## src/rtl/booth_pkg.sv

```systemverilog
// Shared encodings for the iterative radix-4 Booth multiplier: operand modes,
// controller states and the partial-product selector produced by the recoder.
package booth_pkg;

    localparam logic [1:0] MODE_SS = 2'b00;
    localparam logic [1:0] MODE_SU = 2'b01;
    localparam logic [1:0] MODE_UU = 2'b10;

    typedef enum logic [1:0] {
        ST_IDLE,
        ST_BUSY,
        ST_DONE
    } state_t;

    typedef enum logic [2:0] {
        SEL_ZERO,
        SEL_P1M,
        SEL_P2M,
        SEL_N1M,
        SEL_N2M
    } sel_t;

    // Returns {a_signed, b_signed}; mode 11 behaves as unsigned*unsigned.
    function automatic logic [1:0] mode_signs(input logic [1:0] mode);
        case (mode)
            MODE_SS: return 2'b11;
            MODE_SU: return 2'b10;
            MODE_UU: return 2'b00;
            default: return 2'b00;
        endcase
    endfunction

    function automatic sel_t booth_recode(input logic [2:0] bits);
        case (bits)
            3'b001, 3'b010: return SEL_P1M;
            3'b011:         return SEL_P2M;
            3'b100:         return SEL_N2M;
            3'b101, 3'b110: return SEL_N1M;
            default:        return SEL_ZERO;
        endcase
    endfunction

endpackage

```

## src/rtl/booth_r4_enc.sv

```systemverilog
// Radix-4 Booth partial-product encoder. Negative multiples are returned as the
// one's complement plus a carry-in so the accumulator adder completes the negation.
module booth_r4_enc
    import booth_pkg::*;
#(
    parameter int unsigned WIDTH = 32
) (
    input  logic [2:0]       bits_i,
    input  logic [WIDTH+1:0] m_i,
    output logic [WIDTH+3:0] pp_o,
    output logic             neg_o
);

    logic [WIDTH+3:0] m_ext;

    assign m_ext = {{2{m_i[WIDTH+1]}}, m_i};

    always_comb begin
        pp_o  = '0;
        neg_o = 1'b0;
        case (booth_recode(bits_i))
            SEL_P1M: pp_o = m_ext;
            SEL_P2M: pp_o = m_ext << 1;
            SEL_N1M: begin
                pp_o  = ~m_ext;
                neg_o = 1'b1;
            end
            SEL_N2M: begin
                pp_o  = ~(m_ext << 1);
                neg_o = 1'b1;
            end
            default: pp_o = '0;
        endcase
    end

endmodule

```

## src/rtl/booth_mul_r4.sv

```systemverilog
// Iterative radix-4 Booth multiplier with valid/ready on both sides, zero-operand
// early exit and synchronous flush; one recoded step per cycle, WIDTH/2+1 steps.
module booth_mul_r4
    import booth_pkg::*;
#(
    parameter int unsigned WIDTH = 32,
    parameter int unsigned TAG_W = 4
) (
    input  logic               i_clk,
    input  logic               i_rst,
    input  logic               i_flush,
    input  logic               i_valid,
    output logic               o_ready,
    input  logic [WIDTH-1:0]   i_a,
    input  logic [WIDTH-1:0]   i_b,
    input  logic [1:0]         i_mode,
    input  logic [TAG_W-1:0]   i_tag,
    output logic               o_valid,
    input  logic               i_ready,
    output logic [2*WIDTH-1:0] o_result,
    output logic [TAG_W-1:0]   o_tag
);

    localparam int unsigned N     = WIDTH / 2 + 1;
    localparam int unsigned CNT_W = $clog2(N) + 1;
    localparam int unsigned PW    = WIDTH + 2;
    localparam int unsigned AW    = WIDTH + 4;

    state_t             state_q, state_d;
    logic [CNT_W-1:0]   cnt_q, cnt_d;
    logic [PW-1:0]      m_q, m_d;
    logic [PW-1:0]      q_q, q_d;
    logic               qm1_q, qm1_d;
    logic [AW-1:0]      acc_q, acc_d;
    logic [2*WIDTH-1:0] res_q, res_d;
    logic [TAG_W-1:0]   tag_q, tag_d;

    logic [1:0]         signs;
    logic [PW-1:0]      a_ext, b_ext;
    logic [AW-1:0]      pp, sum;
    logic               pp_neg;
    logic               accept;

    assign signs = mode_signs(i_mode);
    assign a_ext = {{2{signs[1] & i_a[WIDTH-1]}}, i_a};
    assign b_ext = {{2{signs[0] & i_b[WIDTH-1]}}, i_b};

    booth_r4_enc #(.WIDTH(WIDTH)) u_enc (
        .bits_i ({q_q[1:0], qm1_q}),
        .m_i    (m_q),
        .pp_o   (pp),
        .neg_o  (pp_neg)
    );

    assign sum = acc_q + pp + AW'(pp_neg);

    // DONE re-opens the request side in the same cycle the result is taken.
    assign o_ready  = !i_rst && (state_q == ST_IDLE || (state_q == ST_DONE && i_ready));
    assign accept   = i_valid && o_ready && !i_flush;
    assign o_valid  = (state_q == ST_DONE);
    assign o_result = res_q;
    assign o_tag    = tag_q;

    always_comb begin
        state_d = state_q;
        cnt_d   = cnt_q;
        m_d     = m_q;
        q_d     = q_q;
        qm1_d   = qm1_q;
        acc_d   = acc_q;
        res_d   = res_q;
        tag_d   = tag_q;
        if (i_flush) begin
            state_d = ST_IDLE;
        end else if (accept) begin
            tag_d = i_tag;
            m_d   = a_ext;
            q_d   = b_ext;
            qm1_d = 1'b0;
            acc_d = '0;
            cnt_d = '0;
            if (i_a == '0 || i_b == '0) begin
                state_d = ST_DONE;
                res_d   = '0;
            end else begin
                state_d = ST_BUSY;
            end
        end else if (state_q == ST_BUSY) begin
            acc_d = {{2{sum[AW-1]}}, sum[AW-1:2]};
            q_d   = {sum[1:0], q_q[PW-1:2]};
            qm1_d = q_q[1];
            cnt_d = cnt_q + CNT_W'(1);
            if (cnt_q == CNT_W'(N - 1)) begin
                state_d = ST_DONE;
                res_d   = {acc_d[WIDTH-3:0], q_d};
            end
        end else if (state_q == ST_DONE && i_ready) begin
            state_d = ST_IDLE;
        end
    end

    always_ff @(posedge i_clk) begin
        if (i_rst) begin
            state_q <= ST_IDLE;
            cnt_q   <= '0;
            m_q     <= '0;
            q_q     <= '0;
            qm1_q   <= 1'b0;
            acc_q   <= '0;
            res_q   <= '0;
            tag_q   <= '0;
        end else begin
            state_q <= state_d;
            cnt_q   <= cnt_d;
            m_q     <= m_d;
            q_q     <= q_d;
            qm1_q   <= qm1_d;
            acc_q   <= acc_d;
            res_q   <= res_d;
            tag_q   <= tag_d;
        end
    end

endmodule

```

## config.mk

```make
export PLATFORM = sky130hd
export DESIGN_NAME = booth_mul_r4
export DESIGN_NICKNAME = d
export VERILOG_FILES = /design/src/rtl/booth_pkg.sv /design/src/rtl/booth_r4_enc.sv /design/src/rtl/booth_mul_r4.sv
export SDC_FILE = /design/constraint.sdc
export NUM_CORES = 1
export LEC_CHECK = 0
export CORE_AREA = 2 2 134 136
export DETAILED_ROUTE_END_ITERATION = 6
export DIE_AREA = 0 0 136 138
export HOLD_SLACK_MARGIN = 0.1
export PLACE_DENSITY = 0.87
export SYNTH_ARGS = -nofsm -noshare
export SYNTH_HDL_FRONTEND = slang
export SYNTH_SLANG_ARGS = --single-unit
```

## constraint.sdc

```tcl
create_clock -name i_clk -period 4.28 [get_ports i_clk]
set_input_delay 0.856 -clock i_clk [delete_from_list [all_inputs] [get_ports i_clk]]
set_output_delay 0.856 -clock i_clk [all_outputs]
set_load 0.01 [all_outputs]
```

---- After elaboration in Yosys (flattened, before gate mapping) ----
Index checks and enable logic that the tools add are counted.
word-level totals
  memory bits (writable) .................. 0
  latch bits .............................. 0
  word-level logic and storage cells ...... 76
  output and inout port bits .............. 70
  memory bits (read-only) ................. 0
  bits of input ports ..................... 75
  bits in registers ....................... 180
  memories kept ........................... 0
cells by class
  div/mod/pow operators ................... 0
  equal/unequal tests ..................... 16
  $add $sub $neg .......................... 3
  bitwise operators ....................... 5
  shift operators ......................... 0
  order comparisons ....................... 0
  multiply operators ...................... 0
  reductions and logical operators ........ 23
  multiplexer cells ....................... 21
operator list
  kind                                                 number
  2-to-1 mux 64 bit                                    4
  one-hot mux 36 bit (4 select lines)                  1
  2-to-1 mux 36 bit                                    2
  inverter 36 bit                                      2
  2-to-1 mux 34 bit                                    2
  logical NOT 32 bit                                   2
  adder 36 x 1 -> 36 bit                               1
  adder 36 bit                                         1
  equality test 3 x 2 -> 1 bit, second input constant  4
  equality test 3 bit, second input constant           4
  2-to-1 mux 6 bit                                     2
  one-hot mux 3 bit (4 select lines)                   1
  2-to-1 mux 2 bit                                     5
  OR reduction 2 bit                                   4
  adder 6 x 1 -> 6 bit, second input constant          1
  equality test 3 x 1 -> 1 bit, second input constant  2
  equality test 6 x 5 -> 1 bit, second input constant  1
  AND reduction 2 bit                                  3
  equality test 2 x 1 -> 1 bit, second input constant  2
  logical AND 1 bit                                    4
  logical NOT 2 bit                                    2
  one-hot mux 2 bit (2 select lines)                   1
  AND reduction 4 bit                                  1
  nonzero test 2 bit                                   2
  9 further kinds                                      14

---- Depth between registers and ports, before layout ----
Gate-level depths: netlist of the first run.
  depth in word-level cells ............... 10
  gate-level depth with buffers ........... 15
  depth with buffers taken out ............ 14

---- Cells and area by module ----
A second synthesis of the first run with hierarchy kept.
second synthesis, totals
  cell total of the unflattened synthesis .. 1261
  area, all modules ....................... 10108.4 um^2
by module, submodules not included
  module        cells each  area an instance (um^2)  seq. area each (um^2)  times used
  booth_mul_r4  1125        8817.2                   3563.4                 1
  booth_r4_enc  136         1291.2                   0.0                    1

---- Worst setup path before layout of the first run ----
Ideal clock, no wire load.
  path type ............................... register to register
  start ................................... register q_q[1]
  end ..................................... register res_q[60], in the netlist o_result[60]
  required time ........................... 4.163 ns
  stages on the path, launching flop included .. 16
  library setup time ...................... 0.117 ns
  data arrival time ....................... 3.333 ns
  slack ................................... 0.830 ns
  path buffers ............................ 2
  clock period less this slack ............ 3.450 ns
  cell sequence ........................... dfxtp_1 -> clkbuf_1 -> buf_1 -> a21oi_1 -> o22ai_1 -> a31oi_1 -> fa_1 -> fa_1 -> a21oi_1 -> nand4b_1 -> a21boi_2 -> a211oi_2 -> o31ai_2 -> a311oi_2 -> xnor2_1 -> a22o_1
on the way
  word-level cells in the longest chain between the ends .. 10
  elaborated cells on any way between the ends .. 21
  those cells by class .................... add/sub (2); eq/ne (10); mux (6); reduce/logical (3)
ends and longest elaborated chain
  what                                                                       line                                    RTL
  start, declared                                                            booth_mul_r4.sv:32                      logic [PW-1:0] q_q, q_d;
  start signal, assigned                                                     booth_mul_r4.sv:116                     q_q <= q_d;
  equality test 3 bit, or another cell as far along                          booth_pkg.sv:34                         case (bits)
  OR reduction 2 bit                                                         booth_pkg.sv:34
  one-hot mux 3 bit (4 select lines) *                                       booth_pkg.sv:34
  equality test 3 bit, or another cell as far along                          booth_r4_enc.sv:21                      case (booth_recode(bits_i))
  one-hot mux 36 bit (4 select lines) or OR reduction 2 bit (tied branches)  n/a
  adder 36 bit or 2-to-1 mux 1 bit (tied branches)                           booth_mul_r4.sv:55, booth_r4_enc.sv:21
  adder 36 x 1 -> 36 bit *                                                   booth_mul_r4.sv:55                      assign sum = acc_q + pp + AW'(pp_neg);
  2-to-1 mux 64 bit *                                                        booth_mul_r4.sv:93                      if (cnt_q == CNT_W'(N - 1)) begin
  2-to-1 mux 64 bit *                                                        booth_mul_r4.sv:88                      end else if (state_q == ST_BUSY) begin
  2-to-1 mux 64 bit *                                                        booth_mul_r4.sv:75                      end else if (accept) begin
  end signal, assigned                                                       booth_mul_r4.sv:119                     res_q <= res_d;
  end, declared                                                              booth_mul_r4.sv:35                      logic [2*WIDTH-1:0] res_q, res_d;
Mark *: on every way between the ends. The rest lies on a longest branch, timed or not. The select of a mux whose other input is x is not followed.
A chain may end at the register's enable or synchronous reset.

---- Worst setup path after layout of the first run ----
  start ................................... register q_q[1]
  end ..................................... register acc_q[22]
on the way
  word-level cells in the longest chain between the ends .. 9
  elaborated cells on any way between the ends .. 20
  those cells by class .................... add/sub (2); eq/ne (10); mux (5); reduce/logical (3)
ends and longest elaborated chain
  what                                                                       line                                    RTL
  equality test 3 bit, or another cell as far along                          booth_pkg.sv:34
  OR reduction 2 bit                                                         booth_pkg.sv:34
  one-hot mux 3 bit (4 select lines) *                                       booth_pkg.sv:34
  equality test 3 bit, or another cell as far along                          booth_r4_enc.sv:21
  one-hot mux 36 bit (4 select lines) or OR reduction 2 bit (tied branches)  n/a
  adder 36 bit or 2-to-1 mux 1 bit (tied branches)                           booth_mul_r4.sv:55, booth_r4_enc.sv:21
  adder 36 x 1 -> 36 bit *                                                   booth_mul_r4.sv:55
  2-to-1 mux 36 bit *                                                        booth_mul_r4.sv:88
  2-to-1 mux 36 bit *                                                        booth_mul_r4.sv:75
  end signal, assigned                                                       booth_mul_r4.sv:109                     acc_q <= '0;
  end signal, assigned                                                       booth_mul_r4.sv:118                     acc_q <= acc_d;
  end, declared                                                              booth_mul_r4.sv:34                      logic [AW-1:0] acc_q, acc_d;
Marked as above.

==> results of run 1 <==
==> cell usage in the layout (no fill, tap or decap), types with 6 or more instances in the layout <==
master | Yosys | layout
a21oi_1 | 100 | 100
nor2b_1 | 10 | 10
a21o_1 | 16 | 16
a211oi_1 | 6 | 6
inv_1 | 7 | 7
nor4_1 | 18 | 18
nand3_1 | 31 | 31
a31oi_1 | 7 | 7
a22o_1 | 15 | 15
nor2_1 | 119 | 118
buf_4 | 6 | 17
nand2_1 | 204 | 204
o21ai_0 | 53 | 53
ha_1 | 35 | 35
a311oi_1 | 32 | 32
nand2b_1 | 6 | 6
nand4_1 | 11 | 11
a22oi_1 | 72 | 72
clkbuf_16 | 0 | 17
dfxtp_1 | 178 | 177
xnor2_1 | 16 | 16
clkdlybuf4s50_1 | 0 | 143
xor2_1 | 47 | 46
nor3_1 | 11 | 11
or3_1 | 9 | 9
==> cell type report <==
class	instances	area share, %
Tap cell	229	2.49
Clock buffer	17	3.70
Clock inverter	15	1.58
Timing Repair Buffer	161	13.7
Inverter	7	0.228
Sequential cell	178	31.0
Multi-Input combinational cell	898	47.3
==> worst paths after layout <==
check / startpoint / end / slack (ps) / cells past startpoint
setup / recovery: q_q[1]$_SDFFE_PP0P_ / acc_q[22]$_SDFFE_PP0P_ / 290 / 12
hold / removal: o_result[51]$_SDFFE_PP0P_ / o_result[51]$_SDFFE_PP0P_ / 460 / 2
setup reg to reg: q_q[1]$_SDFFE_PP0P_ / acc_q[22]$_SDFFE_PP0P_ / 290 / 12
hold reg to reg: o_result[51]$_SDFFE_PP0P_ / o_result[51]$_SDFFE_PP0P_ / 460 / 2
==> per-layer routing <==
metal  wire [um]  up-vias  GRT usage, %
li1            -     4390             -
met1       11100     4334          35.9
met2       12700      392          45.8
met3        1940       71          5.90
met4         916        0          12.2
met5           0        -             0
==> sequential cells by signal, indices dropped and copies added, names as in the netlist <==
signal    cells
o_tag         4
acc_q        34
q_q          34
o_result     64
state_q       2
m_q          33
qm1_q         1
cnt_q         6
==> cells by family (layout without fill, tap and decap cells) <==
kind of cell / Yosys count / in the layout / synth area share (%)
AOI/OAI and AO/OA: 349 / 349 / 25.0
xor gates and xnor gates: 63 / 63 / 5.89
muxes: 3 / 3 / 0.334
adders and majority gates: 37 / 37 / 5.10
buffers and inverters: 92 / 200 / 4.31
and+or+nand+nor: 446 / 446 / 21.4
DFF: 178 / 178 / 38.0
==> Yosys cell counts, drive strengths merged, types with 9 or more instances <==
library cell	n
nand3	31
nand2	204
a21o	17
ha	35
nor3	12
a22oi	72
a22o	15
clkbuf	54
nor4	19
dfxtp	178
or3	9
buf	31
a21oi	101
nor2	121
xnor2	16
nor2b	11
xor2	47
nand4	11
a311oi	33
o21ai	56
==> power by group through the flow <==
stage	logic, mW	clock network [mW]	registers, mW
finish	0.422	1.58	1.73
global route	0.458	1.66	1.74
CTS	0.416	1.59	1.73
detailed placement	0.411	0	1.77
global placement	0.406	0	1.77
floorplan	0.261	0	1.75
==> worst max-delay path, stage by stage (launching register included) <==
cell,delay (ps)
dfxtp_2,720
nor2_2,310
a22oi_1,270
o21ai_0,150
ha_1,390
and4_1,220
and2_1,190
a21boi_2,350
a211oi_2,190
o31ai_2,340
xor2_1,440
nand3_1,130
a21oi_1,190
==> key figures, run 1 <==
Timing
  • Max Clock Skew: 12.7 ps
  • Pins Over Slew Limit: 0
  • Final number of setup-violating endpoints: 0
  • Actual slew at the worst max-slew pin: about 1100 ps
  • Max_slew headroom: between 20% and 30%
  • Max Fclk: 251 MHz
  • Period utilization: 93.1%
  • Hold slack: 460 ps
  • Slack of the critical path: slightly below 300 ps
  • Setup TNS: 0 ps
  • Post-route minimum period: 3990 ps
  • Count of final hold-check violations: 0
  • RSZ-0062 raised after global routing: false

Logic synthesis
  • Mean post-synth cell area: ~8.0 sq um
  • Post-synth EDFFs: 0
  • FF+latch count, synth: 178
  • Async set or reset register ratio after synthesis: 0%
  • Post-synthesis instance total: 1168
  • Count of different cell masters after synthesis: 73
  • Synth warnings: 0
  • Sequential area share after synthesis: 38.0%
  • Largest cells by area after synthesis: dfxtp_1 38%, nand2_1 8.2%, a22oi_1 5.8%, a21oi_1 5.3%, nor2_1 4.8%
  • Net Count, Synth: 1280
  • Most used DFF post-synth: dfxtp_1
  • Share of the synthesized area in the top cell type: a little under two fifths
  • Mapped cell area: approximately 9400 sq um
  • Leading area contributor after synthesis: dfxtp_1

Worst setup path
  • Startpoint Class: flop
  • Worst-path fanout max: 23
  • Setup CP Type: reg -> reg
  • CP required: between 4000 and 5000 ps
  • Worst EP arrival: 4360 ps
  • CP endpoint kind: flop

Drt
  • WL/cell: 17.7 um
  • Via Count: between 9000 and 10000
  • Final wirelength: 26.6 mm
  • TritonRoute pass-1 iters: 6
  • Detail Route Antenna Nets: 0
  • Initial detailed-routing violation count: a little over 900
  • Via density per instance: 6.10
  • Remaining DRCs: 0

Final layout
  • Layout Area Growth over Synthesis: 22.7%
  • Non-filler instance count after layout: 1505
  • Fin nets: 1375
  • Final core utilization: between 60% and 70%
  • Reg area: 3560 sq um
  • Design area: 11500 sq um
  • Area occupied by multi-input gates: 5440 sq um
  • Fraction of layout cells with a size suffix above 1: approximately 5.7%
  • Filler instances: 1459
  • # diodes: 0

Pwr
  • Sw Ratio: roughly 29%
  • Cell Int Power: 2.66 mW
  • Combinational share of power: about 11%
  • Max rail drop VDD: 0.325 mV
  • Sw Pwr: 1.08 mW
  • Clk pwr share: between 40% and 50%
  • PD cells: between 300 and 400 nW/um^2
  • Tot Pwr: 3.74 mW
  • Lkg Pwr: 4.30 nW
  • Flop pwr share: 46.3%

Clock tree
  • Clock Latency Late Sink: approximately 450 ps
  • Sink Count: 178
  • CTS clock-pin slew for the worst setup and hold paths: approximately 80 ps
  • H-Tree Level Count: 4
  • Post-CTS setup buffer count: 0
  • Max Buffers Root-to-Sink: 2
  • Hold Buf Count CTS: 0
  • CTS root buf: clkbuf_16
  • TritonCTS clock tree: yes
  • Num CTS Buffers: 17
  • Post-CTS sizing: 0

Place
  • Placed cell count: 1473
  • Dpl ws: 452 ps
  • Dpl hpwl: ~18 mm
  • Port-buffer cells: 144
  • GPL Wtd Cong: ~0.95
  • Placement Cell Area: 10900 sq um

Global routing
  • Vias in the first global route: 8529
  • Initial antenna violation count: 0
  • Pin count of the biggest net entering global routing: 103
  • Global-route wire length before repair: between 40 and 50 mm
  • Overflow after GRT: 0
  • Tot GR Track Use: 28.1%

Flow run
  • Max_cap viols: 0

Floorplanning
  • IO Count: about 150
  • Die height: roughly 140 um
  • Die area: 18800 sq um
  • DIE WIDTH: about 140 um
  • CORE AREA: about 18000 sq um
  • Starting density of the core: between 50% and 60%
  • Cell row count: 49

Hold path
  • Worst min path class: reg -> reg

Outcome
  • Run status: finished, final reports clean
(Power assumes the default switching activity.)
==> run 2: changes to the inputs <==
- GPL_ROUTABILITY_DRIVEN: default -> 0
==> run 2 against run 1 <==
  * First-iteration DRC count rose by 1.8%
  * Power shrank 1.5%
  * Sequential share of layout area rose by 0.088 points
  * Via count is 0.29% higher
  * Worst setup slack got worse by 3.6 ps
  * Global-route usage decreased by 0.39 points
  * Worst hold slack barely moved
  * Wire length is 2.6% lower
  * Core utilization decreased by 0.19 points
  * Sequential cell count is the same
  * Design area fell by 0.28%
  * Die area unchanged
  * Critical endpoint is now acc_q[30]$_SDFFE_PP0P_
  * Largest cell class unchanged
==> key figures, run 2 (same netlist as run 1, synthesis figures left out) <==
Global routing
  • Initial antenna violation count: 0
  • Vias in the first global route: a little under 9000
  • Overflow after GRT: 0
  • GR met3 Demand/Resource: 4.29%
  • GRT busiest layer: met2
  • Tot GR Track Use: about 28%
  • Global-route wire length before repair: 42.4 mm
  • Pin count of the biggest net entering global routing: 92
  • Met1 Use GR: 35.4%
  • Met2 Use GR: 45.7%

Clock tree
  • CTS root buf: clkbuf_16
  • CTS clock-pin slew for the worst setup and hold paths: 70 ps
  • Hold Buf Count CTS: 0
  • Max Buffers Root-to-Sink: 2
  • Post-CTS setup buffer count: 0
  • Sink Count: 178
  • H-Tree Level Count: 4
  • Post-CTS sizing: 0
  • Num CTS Buffers: 17
  • Clock Latency Late Sink: 450 ps
  • TritonCTS clock tree: yes

Timing
  • Max_slew headroom: 38.2%
  • RSZ-0062 raised after global routing: false
  • Setup TNS: 0 ps
  • Max Fclk: 251 MHz
  • Actual slew at the worst max-slew pin: 924 ps
  • Period utilization: 93.2%
  • Count of final hold-check violations: 0
  • Max Clock Skew: 12.8 ps
  • Pins Over Slew Limit: 0
  • Post-route minimum period: 3990 ps
  • Final number of setup-violating endpoints: 0
  • Slack of the critical path: 291 ps

Final layout
  • Most frequent cells in the layout: 204 x nand2_1, 177 x dfxtp_1, 143 x clkdlybuf4s50_1
  • Max reg flops: 64
  • Commonest non-fill, non-tap cell in the layout: nand2_1
  • # diodes: 0
  • Design area: ~11000 sq um
  • Fin nets: 1375
  • Layout Area Growth over Synthesis: 22.3%
  • Fraction of layout cells with a size suffix above 1: 5.64%

Hold path
  • Critical hold path startpoint: o_result[40]$_SDFFE_PP0P_
  • Worst min path class: reg -> reg

Worst setup path
  • Worst-path fanout max: 23
  • CP endpoint kind: flop
  • Startpoint Class: flop
  • Critical Path Source: q_q[1]$_SDFFE_PP0P_
  • Worst r2r src: q_q[1]$_SDFFE_PP0P_
  • Setup CP Type: reg -> reg
  • Worst EP arrival: approximately 4300 ps
  • CP required: 4600 ps

Place
  • Dpl ws: 416 ps
  • Port-buffer cells: 144
  • Placement Cell Area: 10900 sq um
  • Dpl hpwl: 17.9 mm

Floorplanning
  • Die area: 18800 sq um
  • DIE WIDTH: 136 um
  • Die height: 138 um
  • CORE AREA: 17500 sq um
  • Starting density of the core: 53.5%
  • Cell row count: 49
  • IO Count: 145

Drt
  • Final wirelength: around 26 mm
  • Initial detailed-routing violation count: 925
  • Detail Route Antenna Nets: 0
  • WL/cell: ~17 um
  • Remaining DRCs: 0
  • Via Count: 9214
  • TritonRoute pass-1 iters: 5
  • Via density per instance: 6.12

Pwr
  • Lkg Pwr: 4.29 nW
  • Max rail drop VDD: approximately 0.31 mV
  • PD cells: 321 nW/um^2

Flow run
  • Max_cap viols: 0

Outcome
  • Run status: finished, final reports clean
-- run 2: cell count changes in the layout (fill, tap and decap cells not counted) --
cell      delta
clkinv_8     -3
clkinv_4     +1
inv_8        +2
inv_12       -2
clkbuf_8     +1
clkbuf_1     +1
-- run 2: cell type report --
| class | count | area, sq um |
|---|---|---|
| flip-flops and latches | 178 | 3560 |
| inverters | 7 | 26.3 |
| clock buffers | 19 | 443 |
| fillers | 1429 | 6070 |
| repair buffers | 161 | 1580 |
| well taps | 229 | 287 |
| clock inverters | 13 | 131 |
| multi-input cells | 898 | 5440 |
-- run 2: worst paths after layout --
check,end,slack [ps],cells past startpoint
max,acc_q[30]$_SDFFE_PP0P_,290,13
min,o_result[40]$_SDFFE_PP0P_,460,2
max reg2reg,acc_q[30]$_SDFFE_PP0P_,290,13
min reg2reg,o_result[40]$_SDFFE_PP0P_,460,2
-- run 2: metrics by stage --
step                      hold WS (ps)  std cells  total power [mW]  util, %
final                              460       1505              3.68     65.4
after global routing               480       1505              3.80     65.4
after detailed placement           449       1473              2.18     62.1
after global placement             443       1473              2.17     62.1
after CTS                          462       1505              3.68     65.4
after floorplan                    432       1168              2.01        -
-- run 2: worst max-delay path: stages (launching register included) --
cell	delay [ps]
dfxtp_2	510
nor2_2	670
buf_4	360
a22oi_1	110
o21ai_0	120
ha_1	370
a21o_1	190
a21o_1	170
a21oi_1	270
nor3b_1	310
o211ai_1	140
a31oi_1	330
xor2_1	210
o21ai_0	100
-- run 2: power by group --
group | leakage (nW) | switching [mW] | total (mW) | internal [mW]
sequential | 1.44 | 0.0391 | 1.73 | 1.69
combinational | 2.57 | 0.245 | 0.418 | 0.173
clock | 0.278 | 0.743 | 1.53 | 0.791
-- run 2: layer usage --
| layer | wire length (um) | vias to the layer above |
|---|---|---|
| li1 | - | 4399 |
| met1 | 10900 | 4379 |
| met2 | 12400 | 363 |
| met3 | 1730 | 73 |
| met4 | 837 | 0 |
| met5 | 0 | - |
==> run 3: changes to the inputs <==
- CORE_AREA: 2 2 134 136 -> 3 3 135 137
- DIE_AREA: 0 0 136 138 -> 0 0 138 140
==> run 3 against run 2 <==
  * Worst hold slack lost 8.8 ps
  * Power grew 2.3%
  * Sequential cell count is the same
  * Die area grew 2.9%
  * Register-to-register slack gained 250 ps
  * Clock power grew 5%
  * Clock skew shrank 0.66 ps
  * First-iteration DRC count shrank 12%
  * Clock-buffer cell count shrank 2
  * Largest cell class unchanged
  * Sequential share of layout area shrank 0.13 points
  * Critical path depth is the same
==> key figures, run 3 (same netlist as run 1, synthesis figures left out) <==
Timing
  • Pins Over Slew Limit: 0
  • Max Clock Skew: 12.1 ps
  • Count of final hold-check violations: 0
  • Post-route minimum period: 3740 ps
  • Max Fclk: roughly 270 MHz
  • Period utilization: 87.3%
  • Final number of setup-violating endpoints: 0
  • Max_slew headroom: 37.6%
  • Actual slew at the worst max-slew pin: 932 ps
  • Hold slack: 451 ps
  • Setup TNS: 0 ps
  • RSZ-0062 raised after global routing: false

Worst setup path
  • CP required: 4650 ps
  • R2r endpoint: o_result[56]$_SDFFE_PP0P_
  • CP endpoint kind: flop
  • R2R Setup Slk: 540 ps
  • Worst r2r src: q_q[1]$_SDFFE_PP0P_
  • Worst r2r path cells: 13
  • Worst EP arrival: ~4100 ps
  • Startpoint Class: flop
  • Setup CP Type: reg -> reg
  • Worst-path fanout max: 22

Global routing
  • Tot GR Track Use: 26.8%
  • Met1 Use GR: about a third
  • Pin count of the biggest net entering global routing: 81
  • GRT busiest layer: met2
  • Met2 Use GR: 44.0%
  • Initial antenna violation count: 0
  • Overflow after GRT: 0
  • Global-route wire length before repair: 43.3 mm
  • Vias in the first global route: 8681
  • GR met3 Demand/Resource: about 6%

Floorplanning
  • DIE WIDTH: 138 um
  • Die area: 19300 sq um
  • IO Count: 145
  • CORE AREA: 17200 sq um
  • Cell row count: 48
  • Die height: 140 um
  • Starting density of the core: 54.6%

Drt
  • Via Count: 9231
  • Initial detailed-routing violation count: 811
  • Remaining DRCs: 0
  • Detail Route Antenna Nets: 0
  • TritonRoute pass-1 iters: 6
  • WL/cell: ~18 um
  • Final wirelength: 26.8 mm
  • Via density per instance: 6.14

Final layout
  • # diodes: 0
  • Max reg flops: 64
  • Commonest non-fill, non-tap cell in the layout: nand2_1
  • Design area: between 10000 and 15000 sq um
  • Layout Area Growth over Synthesis: 22.9%
  • Most frequent cells in the layout: 204 x nand2_1, 177 x dfxtp_1, 143 x clkdlybuf4s50_1
  • Fraction of layout cells with a size suffix above 1: between 5 and 6%
  • Fin nets: 1378

Clock tree
  • CTS root buf: clkbuf_16
  • Max Buffers Root-to-Sink: 2
  • Hold Buf Count CTS: 0
  • H-Tree Level Count: 4
  • Sink Count: 178
  • Num CTS Buffers: 17
  • Post-CTS setup buffer count: 0
  • CTS clock-pin slew for the worst setup and hold paths: 80 ps
  • TritonCTS clock tree: yes
  • Post-CTS sizing: 0
  • Clock Latency Late Sink: 450 ps

Place
  • Placement Cell Area: 10900 sq um
  • Dpl hpwl: around 18 mm
  • Port-buffer cells: about 140

Pwr
  • Lkg Pwr: 4.32 nW
  • PD cells: 327 nW/um^2
  • Max rail drop VDD: 0.505 mV

Hold path
  • Hold-critical path depth: 2
  • Worst min path class: reg -> reg
  • Critical hold path startpoint: o_result[58]$_SDFFE_PP0P_
  • Hold EP: o_result[58]$_SDFFE_PP0P_

Outcome
  • Run status: finished, final reports clean

Flow run
  • Max_cap viols: 0
-- run 3: cell count changes in the layout (fill, tap and decap cells not counted), sizes merged --
cell,change
clkbuf,-2
buf,+3
clkinvlp,-1
clkinv,+3
-- run 3: power breakdown --
group / switching [mW] / total (mW) / leakage (nW) / internal (mW)
logic: 0.255 / 0.428 / 2.59 / 0.173
clock network: 0.807 / 1.61 / 0.296 / 0.805
registers: 0.0356 / 1.73 / 1.44 / 1.69
-- run 3: critical path: stages, from the launching register on --
cell and delay, ps:
dfxtp_2 430, buf_4 380, xor2_1 120, a22oi_1 130, o21ai_0 130, ha_1 420
and4_1 240, and2_1 180, a21boi_2 310, a211oi_2 180, o31ai_2 340, xor2_1 350
nand3_1 220, a21oi_1 220
-- run 3: layer usage --
layer	up-vias	routed length, um
met4	0	699
met1	4384	11500
li1	4394	-
met3	59	1980
met2	394	12700
met5	-	0
-- run 3: layout make-up --
| cell class | instances | area (sq um) |
|---|---|---|
| clock inverters | 15 | 193 |
| fillers | 1387 | 5660 |
| clock buffers | 17 | 425 |
| inverters | 7 | 26.3 |
| flip-flops and latches | 178 | 3560 |
| repair buffers | 164 | 1590 |
| well taps | 225 | 282 |
| multi-input cells | 898 | 5440 |
-- run 3: how the worst max path moves through the flow --
| stage | startpoint | depth (start not counted) | slack (ps) | end |
|---|---|---|---|---|
| after floorplan | q_q[1]$_SDFFE_PP0P_ | 15 | 830 | o_result[60]$_SDFFE_PP0P_ |
| after global placement | i_flush | 10 | 520 | o_result[39]$_SDFFE_PP0P_ |
| after detailed placement | i_flush | 10 | 450 | o_result[45]$_SDFFE_PP0P_ |
| after CTS | q_q[0]$_SDFFE_PP0P_ | 14 | 590 | o_result[63]$_SDFFE_PP0P_ |
| after global routing | q_q[0]$_SDFFE_PP0P_ | 14 | 200 | acc_q[34]$_SDFFE_PP0P_ |
| final | q_q[1]$_SDFFE_PP0P_ | 13 | 540 | o_result[56]$_SDFFE_PP0P_ |
-- run 3: metrics by stage --
stage / utilization [%] / power [mW] / setup WS, ps / cells
floorplan: - / 2.01 / 830 / 1168
global placement: 63.5 / 2.17 / 518 / 1472
detailed placement: 63.5 / 2.18 / 453 / 1472
CTS: 67.1 / 3.77 / 593 / 1504
global route: 67.1 / 3.88 / 204 / 1504
finish: 67.1 / 3.77 / 542 / 1504
